## src/rtl/hazard_pkg.sv

```systemverilog
// rtl/hazard_pkg.sv - shared types and constants for the hazard sequencer
// Purpose: FSM state encoding and E-stage forwarding-select codes.
package hazard_pkg;

  typedef enum logic [1:0] {
    INIT     = 2'd0,
    RUN      = 2'd1,
    MEM_WAIT = 2'd2
  } state_e;

  localparam logic [1:0] FWD_RF = 2'b00;  // register file read data
  localparam logic [1:0] FWD_W  = 2'b01;  // W-stage result
  localparam logic [1:0] FWD_M  = 2'b10;  // M-stage ALU result

endpackage

```

## src/rtl/fwd_sel.sv

```systemverilog
// rtl/fwd_sel.sv - forwarding source select for one E-stage ALU operand
// Purpose: picks M over W over register file for a single source operand.
// Ports:
//   rs_addr_e_i    source register of the E-stage instruction
//   wr_addr_m_i    destination register in M
//   wr_addr_w_i    destination register in W
//   reg_wr_en_m_i  M writes the register file
//   reg_wr_en_w_i  W writes the register file
//   enable_i       forwarding allowed (low during the post-reset purge)
//   sel_o          FWD_RF / FWD_W / FWD_M
module fwd_sel
  import hazard_pkg::*;
(
  input  logic [4:0] rs_addr_e_i,
  input  logic [4:0] wr_addr_m_i,
  input  logic [4:0] wr_addr_w_i,
  input  logic       reg_wr_en_m_i,
  input  logic       reg_wr_en_w_i,
  input  logic       enable_i,
  output logic [1:0] sel_o
);

  logic hit_m;
  logic hit_w;

  // x0 is hardwired to zero, so a write to it must never be forwarded.
  assign hit_m = reg_wr_en_m_i && (wr_addr_m_i != 5'd0) && (wr_addr_m_i == rs_addr_e_i);
  assign hit_w = reg_wr_en_w_i && (wr_addr_w_i != 5'd0) && (wr_addr_w_i == rs_addr_e_i);

  always_comb begin
    sel_o = FWD_RF;
    if (enable_i) begin
      // M holds the younger write, so it wins when both stages match.
      if (hit_m) begin
        sel_o = FWD_M;
      end else if (hit_w) begin
        sel_o = FWD_W;
      end
    end
  end

endmodule

```

## src/rtl/hazard_ctrl.sv

```systemverilog
// rtl/hazard_ctrl.sv - stall/flush/forward sequencer for the 5-stage RV32I pipeline
// Purpose: post-reset purge, memory-wait freeze with watchdog, redirect and
//   load-use handling, E-stage forwarding selects, optional perf counters.
// Optional feature macro: HAZARD_PERF_CNT_EN (stall_cnt_o / flush_cnt_o).
// Ports:
//   clk_i, rst_n_i                        clock, async active-low reset
//   rs1/rs2_addr_d_i, rs1/rs2_addr_e_i    source registers in D and E
//   wr_addr_e/m/w_i                       destination registers in E, M, W
//   result_src_e_i                        E holds a load
//   reg_wr_en_m_i, reg_wr_en_w_i          M / W write the register file
//   pc_src_e_i                            redirect resolved in E
//   mem_req_m_i, mem_ready_m_i            data-memory handshake in M
//   stall_f/d/e/m_o, flush_d/e/w_o        pipeline register controls
//   forward_a_e_o, forward_b_e_o          ALU operand source selects
//   mem_timeout_o                         sticky watchdog flag
//   stall_cnt_o, flush_cnt_o              performance counters
module hazard_ctrl
  import hazard_pkg::*;
#(
  parameter int unsigned INIT_CYCLES = 2,
  parameter int unsigned MEM_TIMEOUT = 255
) (
  input  logic        clk_i,
  input  logic        rst_n_i,
  input  logic [4:0]  rs1_addr_d_i,
  input  logic [4:0]  rs2_addr_d_i,
  input  logic [4:0]  rs1_addr_e_i,
  input  logic [4:0]  rs2_addr_e_i,
  input  logic [4:0]  wr_addr_e_i,
  input  logic [4:0]  wr_addr_m_i,
  input  logic [4:0]  wr_addr_w_i,
  input  logic        result_src_e_i,
  input  logic        reg_wr_en_m_i,
  input  logic        reg_wr_en_w_i,
  input  logic        pc_src_e_i,
  input  logic        mem_req_m_i,
  input  logic        mem_ready_m_i,
  output logic        stall_f_o,
  output logic        stall_d_o,
  output logic        stall_e_o,
  output logic        stall_m_o,
  output logic        flush_d_o,
  output logic        flush_e_o,
  output logic        flush_w_o,
  output logic [1:0]  forward_a_e_o,
  output logic [1:0]  forward_b_e_o,
  output logic        mem_timeout_o,
  output logic [31:0] stall_cnt_o,
  output logic [31:0] flush_cnt_o
);

  localparam logic [15:0] INIT_LAST    = 16'(INIT_CYCLES - 1);
  localparam logic [15:0] TIMEOUT_LAST = 16'(MEM_TIMEOUT - 1);

  state_e      state_q, state_d;
  logic [15:0] init_cnt_q, init_cnt_d;
  logic [15:0] wait_cnt_q, wait_cnt_d;
  logic        timeout_q, timeout_d;

  logic active;
  logic mem_stall;
  logic redirect;
  logic load_use;

  assign active    = (state_q != INIT);
  assign mem_stall = mem_req_m_i && !mem_ready_m_i;
  // A frozen pipeline cannot act on a redirect; it is taken once M releases.
  assign redirect  = active && !mem_stall && pc_src_e_i;
  assign load_use  = result_src_e_i && (wr_addr_e_i != 5'd0) &&
                     ((wr_addr_e_i == rs1_addr_d_i) || (wr_addr_e_i == rs2_addr_d_i));

  always_ff @(posedge clk_i or negedge rst_n_i) begin
    if (!rst_n_i) begin
      state_q    <= INIT;
      init_cnt_q <= '0;
      wait_cnt_q <= '0;
      timeout_q  <= 1'b0;
    end else begin
      state_q    <= state_d;
      init_cnt_q <= init_cnt_d;
      wait_cnt_q <= wait_cnt_d;
      timeout_q  <= timeout_d;
    end
  end

  always_comb begin
    state_d    = state_q;
    init_cnt_d = init_cnt_q;
    wait_cnt_d = wait_cnt_q;
    timeout_d  = timeout_q;
    unique case (state_q)
      INIT: begin
        init_cnt_d = init_cnt_q + 16'd1;
        if (init_cnt_q == INIT_LAST) begin
          state_d = RUN;
        end
      end
      RUN: begin
        if (mem_stall) begin
          state_d    = MEM_WAIT;
          wait_cnt_d = '0;
        end
      end
      MEM_WAIT: begin
        if (!mem_stall) begin
          state_d = RUN;
        end else begin
          if (wait_cnt_q != 16'hFFFF) begin
            wait_cnt_d = wait_cnt_q + 16'd1;
          end
          if (wait_cnt_q == TIMEOUT_LAST) begin
            timeout_d = 1'b1;
          end
        end
      end
      default: state_d = INIT;
    endcase
  end

  // Control outputs: priority is purge, memory freeze, redirect, load-use.
  always_comb begin
    stall_f_o = 1'b0;
    stall_d_o = 1'b0;
    stall_e_o = 1'b0;
    stall_m_o = 1'b0;
    flush_d_o = 1'b0;
    flush_e_o = 1'b0;
    flush_w_o = 1'b0;
    if (!active) begin
      stall_f_o = 1'b1;
      flush_d_o = 1'b1;
      flush_e_o = 1'b1;
      flush_w_o = 1'b1;
    end else if (mem_stall) begin
      stall_f_o = 1'b1;
      stall_d_o = 1'b1;
      stall_e_o = 1'b1;
      stall_m_o = 1'b1;
      flush_w_o = 1'b1;
    end else if (redirect) begin
      flush_d_o = 1'b1;
      flush_e_o = 1'b1;
    end else if (load_use) begin
      stall_f_o = 1'b1;
      stall_d_o = 1'b1;
      flush_e_o = 1'b1;
    end
  end

  assign mem_timeout_o = timeout_q;

  fwd_sel u_fwd_a (
    .rs_addr_e_i   (rs1_addr_e_i),
    .wr_addr_m_i   (wr_addr_m_i),
    .wr_addr_w_i   (wr_addr_w_i),
    .reg_wr_en_m_i (reg_wr_en_m_i),
    .reg_wr_en_w_i (reg_wr_en_w_i),
    .enable_i      (active),
    .sel_o         (forward_a_e_o)
  );

  fwd_sel u_fwd_b (
    .rs_addr_e_i   (rs2_addr_e_i),
    .wr_addr_m_i   (wr_addr_m_i),
    .wr_addr_w_i   (wr_addr_w_i),
    .reg_wr_en_m_i (reg_wr_en_m_i),
    .reg_wr_en_w_i (reg_wr_en_w_i),
    .enable_i      (active),
    .sel_o         (forward_b_e_o)
  );

`ifdef HAZARD_PERF_CNT_EN
  logic [31:0] stall_cnt_q;
  logic [31:0] flush_cnt_q;

  always_ff @(posedge clk_i or negedge rst_n_i) begin
    if (!rst_n_i) begin
      stall_cnt_q <= '0;
      flush_cnt_q <= '0;
    end else begin
      if (active && stall_f_o) begin
        stall_cnt_q <= stall_cnt_q + 32'd1;
      end
      if (redirect) begin
        flush_cnt_q <= flush_cnt_q + 32'd1;
      end
    end
  end

  assign stall_cnt_o = stall_cnt_q;
  assign flush_cnt_o = flush_cnt_q;
`else
  assign stall_cnt_o = '0;
  assign flush_cnt_o = '0;
`endif

endmodule

```

## config.mk

```make
export PLATFORM = sky130hd
export DESIGN_NAME = hazard_ctrl
export DESIGN_NICKNAME = d
export VERILOG_FILES = /design/src/rtl/hazard_pkg.sv /design/src/rtl/fwd_sel.sv /design/src/rtl/hazard_ctrl.sv
export SDC_FILE = /design/constraint.sdc
export NUM_CORES = 1
export LEC_CHECK = 0
export BUFFER_PORTS_ARGS = -buffer_cell sky130_fd_sc_hd__clkbuf_2
export CAP_MARGIN = 20
export CORE_ASPECT_RATIO = 1.2
export CORE_MARGIN = 4
export CORE_UTILIZATION = 45
export CTS_BUF_LIST = sky130_fd_sc_hd__clkbuf_4 sky130_fd_sc_hd__clkbuf_8 sky130_fd_sc_hd__clkbuf_16
export DETAILED_ROUTE_END_ITERATION = 8
export HOLD_SLACK_MARGIN = 0.02
export PLACE_DENSITY_LB_ADDON = 0.05
export SKIP_CTS_REPAIR_TIMING = 1
export SLEW_MARGIN = 20
export SYNTH_ARGS = -nofsm -noshare
export SYNTH_HDL_FRONTEND = slang
export SYNTH_SLANG_ARGS = --single-unit
```

## constraint.sdc

```tcl
create_clock -name clk_i -period 1.9 [get_ports clk_i]
set_input_delay 0.38 -clock clk_i [delete_from_list [all_inputs] [get_ports clk_i]]
set_output_delay 0.38 -clock clk_i [all_outputs]
set_load 0.02 [all_outputs]
```

==> key figures <==
Status
  • Outcome: finished, violations left
  • Violated checks: setup timing

Synthesis
  • Synth Register Bits: 35
  • Syn_area_per_cell: 8.994 µm²
  • Cell with the most instances after synthesis: buf_4
  • Post-synthesis sequential area ratio: 0.2960
  • Top cells by instance count after synthesis: buf_4 (66), dfrtp_1 (35), xor2_1 (25)
  • Dominant cells by area after synthesis: dfrtp_1 (30%), buf_4 (17%), xor2_1 (7.4%)
  • EDFF count, synth: 0
  • Post-synth cell types: 59
  • Post-Synthesis Cell Area: 2959 µm²
  • Synth Instances: 329
  • Area leader, netlist: dfrtp_1
  • Primary FF master, synth: dfrtp_1
  • FFs w/ async S/R, synth: 1.000
  • Synth warn: 0
  • Share of the synthesized area in the top cell type: 0.2960

Place
  • HPWL after detailed placement: 5449 µm
  • Gp weighted congestion: 0.8119
  • Placed Cells: 491
  • Place WS: -0.2147 ns
  • Port Buffers: 54

Drt
  • Total number of vias: 2,481
  • Router iterations before antenna repair: 4
  • Wirelength, routed: 6678 µm
  • Post-route ant nets: 0
  • Top Layer Used: met4
  • Initial DRC count: 117
  • WL/cell: 13.33 µm
  • Wire length on met2: 3584 µm
  • # DRC: 0
  • Met3 WL post-DR: 451 µm
  • Vias per cell: 4.952
  • DRT met1 WL: 2574 µm

Setup path
  • Setup Crit Path Kind: input port to primary output
  • Worst-path maximum fanout: 3
  • Startpoint Class: input port
  • CP Capture Type: primary output
  • R2r endpoint: wait_cnt_q[14]$_DFFE_PN0P_
  • Worst r2r path cells: 7
  • Critical Path AT: 1.78 ns
  • R2r setup slk: 0.10 ns
  • CP required: 1.52 ns
  • Reg-to-reg critical path startpoint: state_q[1]$_DFFE_PN0P_

Power
  • Cell Pwr Density: 811.9 nW/µm²
  • Peak VDD IR: 0.0003988 V
  • Pleak: 1.667 nW

Clock tree
  • Worst-path clk slew: 0.08 ns
  • Clock Tree Root: clkbuf_8
  • TritonCTS clock tree: yes
  • Worst skew pair latency: 0.29 ns
  • Depth of the CTS H-tree: 2
  • # clock sinks: 35
  • Cts bufs inserted: 5
  • CTS Buffer Depth: 2

Hold path
  • Hold Path Class: input port to async pin

Timing
  • Setup violators final: 5
  • Slew Viols, Final: 0
  • Hold slack: 0.1219 ns
  • Final Skew: 0.01020 ns
  • Final setup margin: -0.2634 ns
  • RSZ-0062 raised after global routing: true
  • FMAX: 462.2 MHz
  • Final hold violation count: 0
  • Setup TNS: -0.6362 ns
  • Min cycle time layout: 2.163 ns
  • Tcrit/Tclk final: 1.139

Cells and area
  • Final Non-Filler Cells: 501
  • Share of cells above drive strength 1: 0.3029
  • FILL cells: 609
  • NumNets Final: 462
  • Synth-to-layout area growth: 19.49%
  • ANT cells: 0

Floorplan
  • Core Footprint: 6406 µm²
  • Starting Density: 0.4619
  • Die H: 96.83 µm
  • DIE AREA: 7942 µm²
  • Rows: 32
  • Die width: 82.03 µm
  • I/O pins: 119

Job
  • Max cap viols: 0

Global route
  • First-pass GRT wire length: 10,860 µm
  • Largest net degree at the start of global routing: 36
  • Vias in the first global route: 2,386
  • Total track usage: 0.1724
  • Initial antenna violation count: 0
  • Total gr overflow: 0
[metal layers]
layer / up-vias / track usage
met2: 99 / 0.3037
met4: 0 / 0.06010
met3: 5 / 0.03259
met5: - / 0
met1: 1160 / 0.2025
li1: 1217 / -
[registers in the layout, indices dropped and copies added, names as in the netlist]
| register | flops |
|---|---|
| wait_cnt_q | 16 |
| mem_timeout_o | 1 |
| init_cnt_q | 16 |
| state_q | 2 |
[worst max path at each step]
stage	from	to	slack, ns	cells after the start
2_1_floorplan	wr_addr_e_i[3]	flush_e_o	-0.17	4
4_1_cts	state_q[0]$_DFFE_PN0P_	forward_b_e_o[0]	-0.37	5
3_5_place_dp	wr_addr_w_i[3]	forward_b_e_o[0]	-0.21	5
5_1_grt	state_q[1]$_DFFE_PN0P_	forward_a_e_o[0]	-0.32	5
6_report	wr_addr_m_i[0]	forward_b_e_o[0]	-0.26	6
3_3_place_gp	wr_addr_w_i[3]	forward_b_e_o[0]	-0.19	5
[worst max-delay path, stage by stage]
cell	delay, ns
clkbuf_2	0.09
or4_4	0.54
o21ai_4	0.20
nor3_2	0.08
nor4_4	0.29
buf_4	0.19
[cell type report]
cell class	instances	area (µm²)	share of cell area
repair buffers	88	566.8	0.1603
clock buffers	5	68.82	0.01946
well taps	85	106.4	0.03008
multi-input cells	272	1826	0.5163
clock inverters	3	43.79	0.01239
flip-flops and latches	35	875.8	0.2477
inverters	13	48.80	0.01380
[cells in the final DEF, fill, tap and decap left out, types with 3 or more instances in the layout]
cell type   n
or4_4       5
o311ai_1    3
or4_1       4
buf_6       5
clkbuf_8    5
nand2b_1    3
nor2_1     13
nand4_1     9
clkbuf_2   42
and3_1      5
xnor2_1    20
nand3_1    11
inv_1      13
conb_1     64
o211ai_1    5
a211oi_1    5
a21oi_1     5
o21ai_0     4
nor4_1      9
dfrtp_1    35
buf_2       3
nor3_1      6
buf_4      38
nand2_1    20
xor2_1     25
ha_1        4
o22ai_1     5
[stage by stage]
step / cell area (µm²) / total power [W] / utilization
2_1_floorplan: 3221 / 0.001918 / -
3_3_place_gp: 3301 / 0.002158 / 0.5152
3_5_place_dp: 3301 / 0.002171 / 0.5152
4_1_cts: 3413 / 0.002856 / 0.5328
5_1_grt: 3536 / 0.003077 / 0.5520
6_report: 3536 / 0.002871 / 0.5520
[logic make-up after synthesis]
kind of cell               count (synthesis)  share of synthesized area
and+or+nand+nor                          107                     0.2161
buffers and inverters                     85                     0.1979
other                                      1                   0.001267
xor gates and xnor gates                  45                     0.1332
DFF                                       35                     0.2960
muxes                                      4                    0.01438
adders and majority gates                  4                    0.01691
AOI/OAI and AO/OA                         48                     0.1243
[where the power goes]
part	leakage [nW]	internal (W)	total [W]	switching [W]
logic	1.14	0.000454	0.00107	0.000614
registers	0.469	0.000907	0.00113	0.000225
clock network	0.0581	0.000390	0.000672	0.000281
Power figures use the tool's default switching activity.
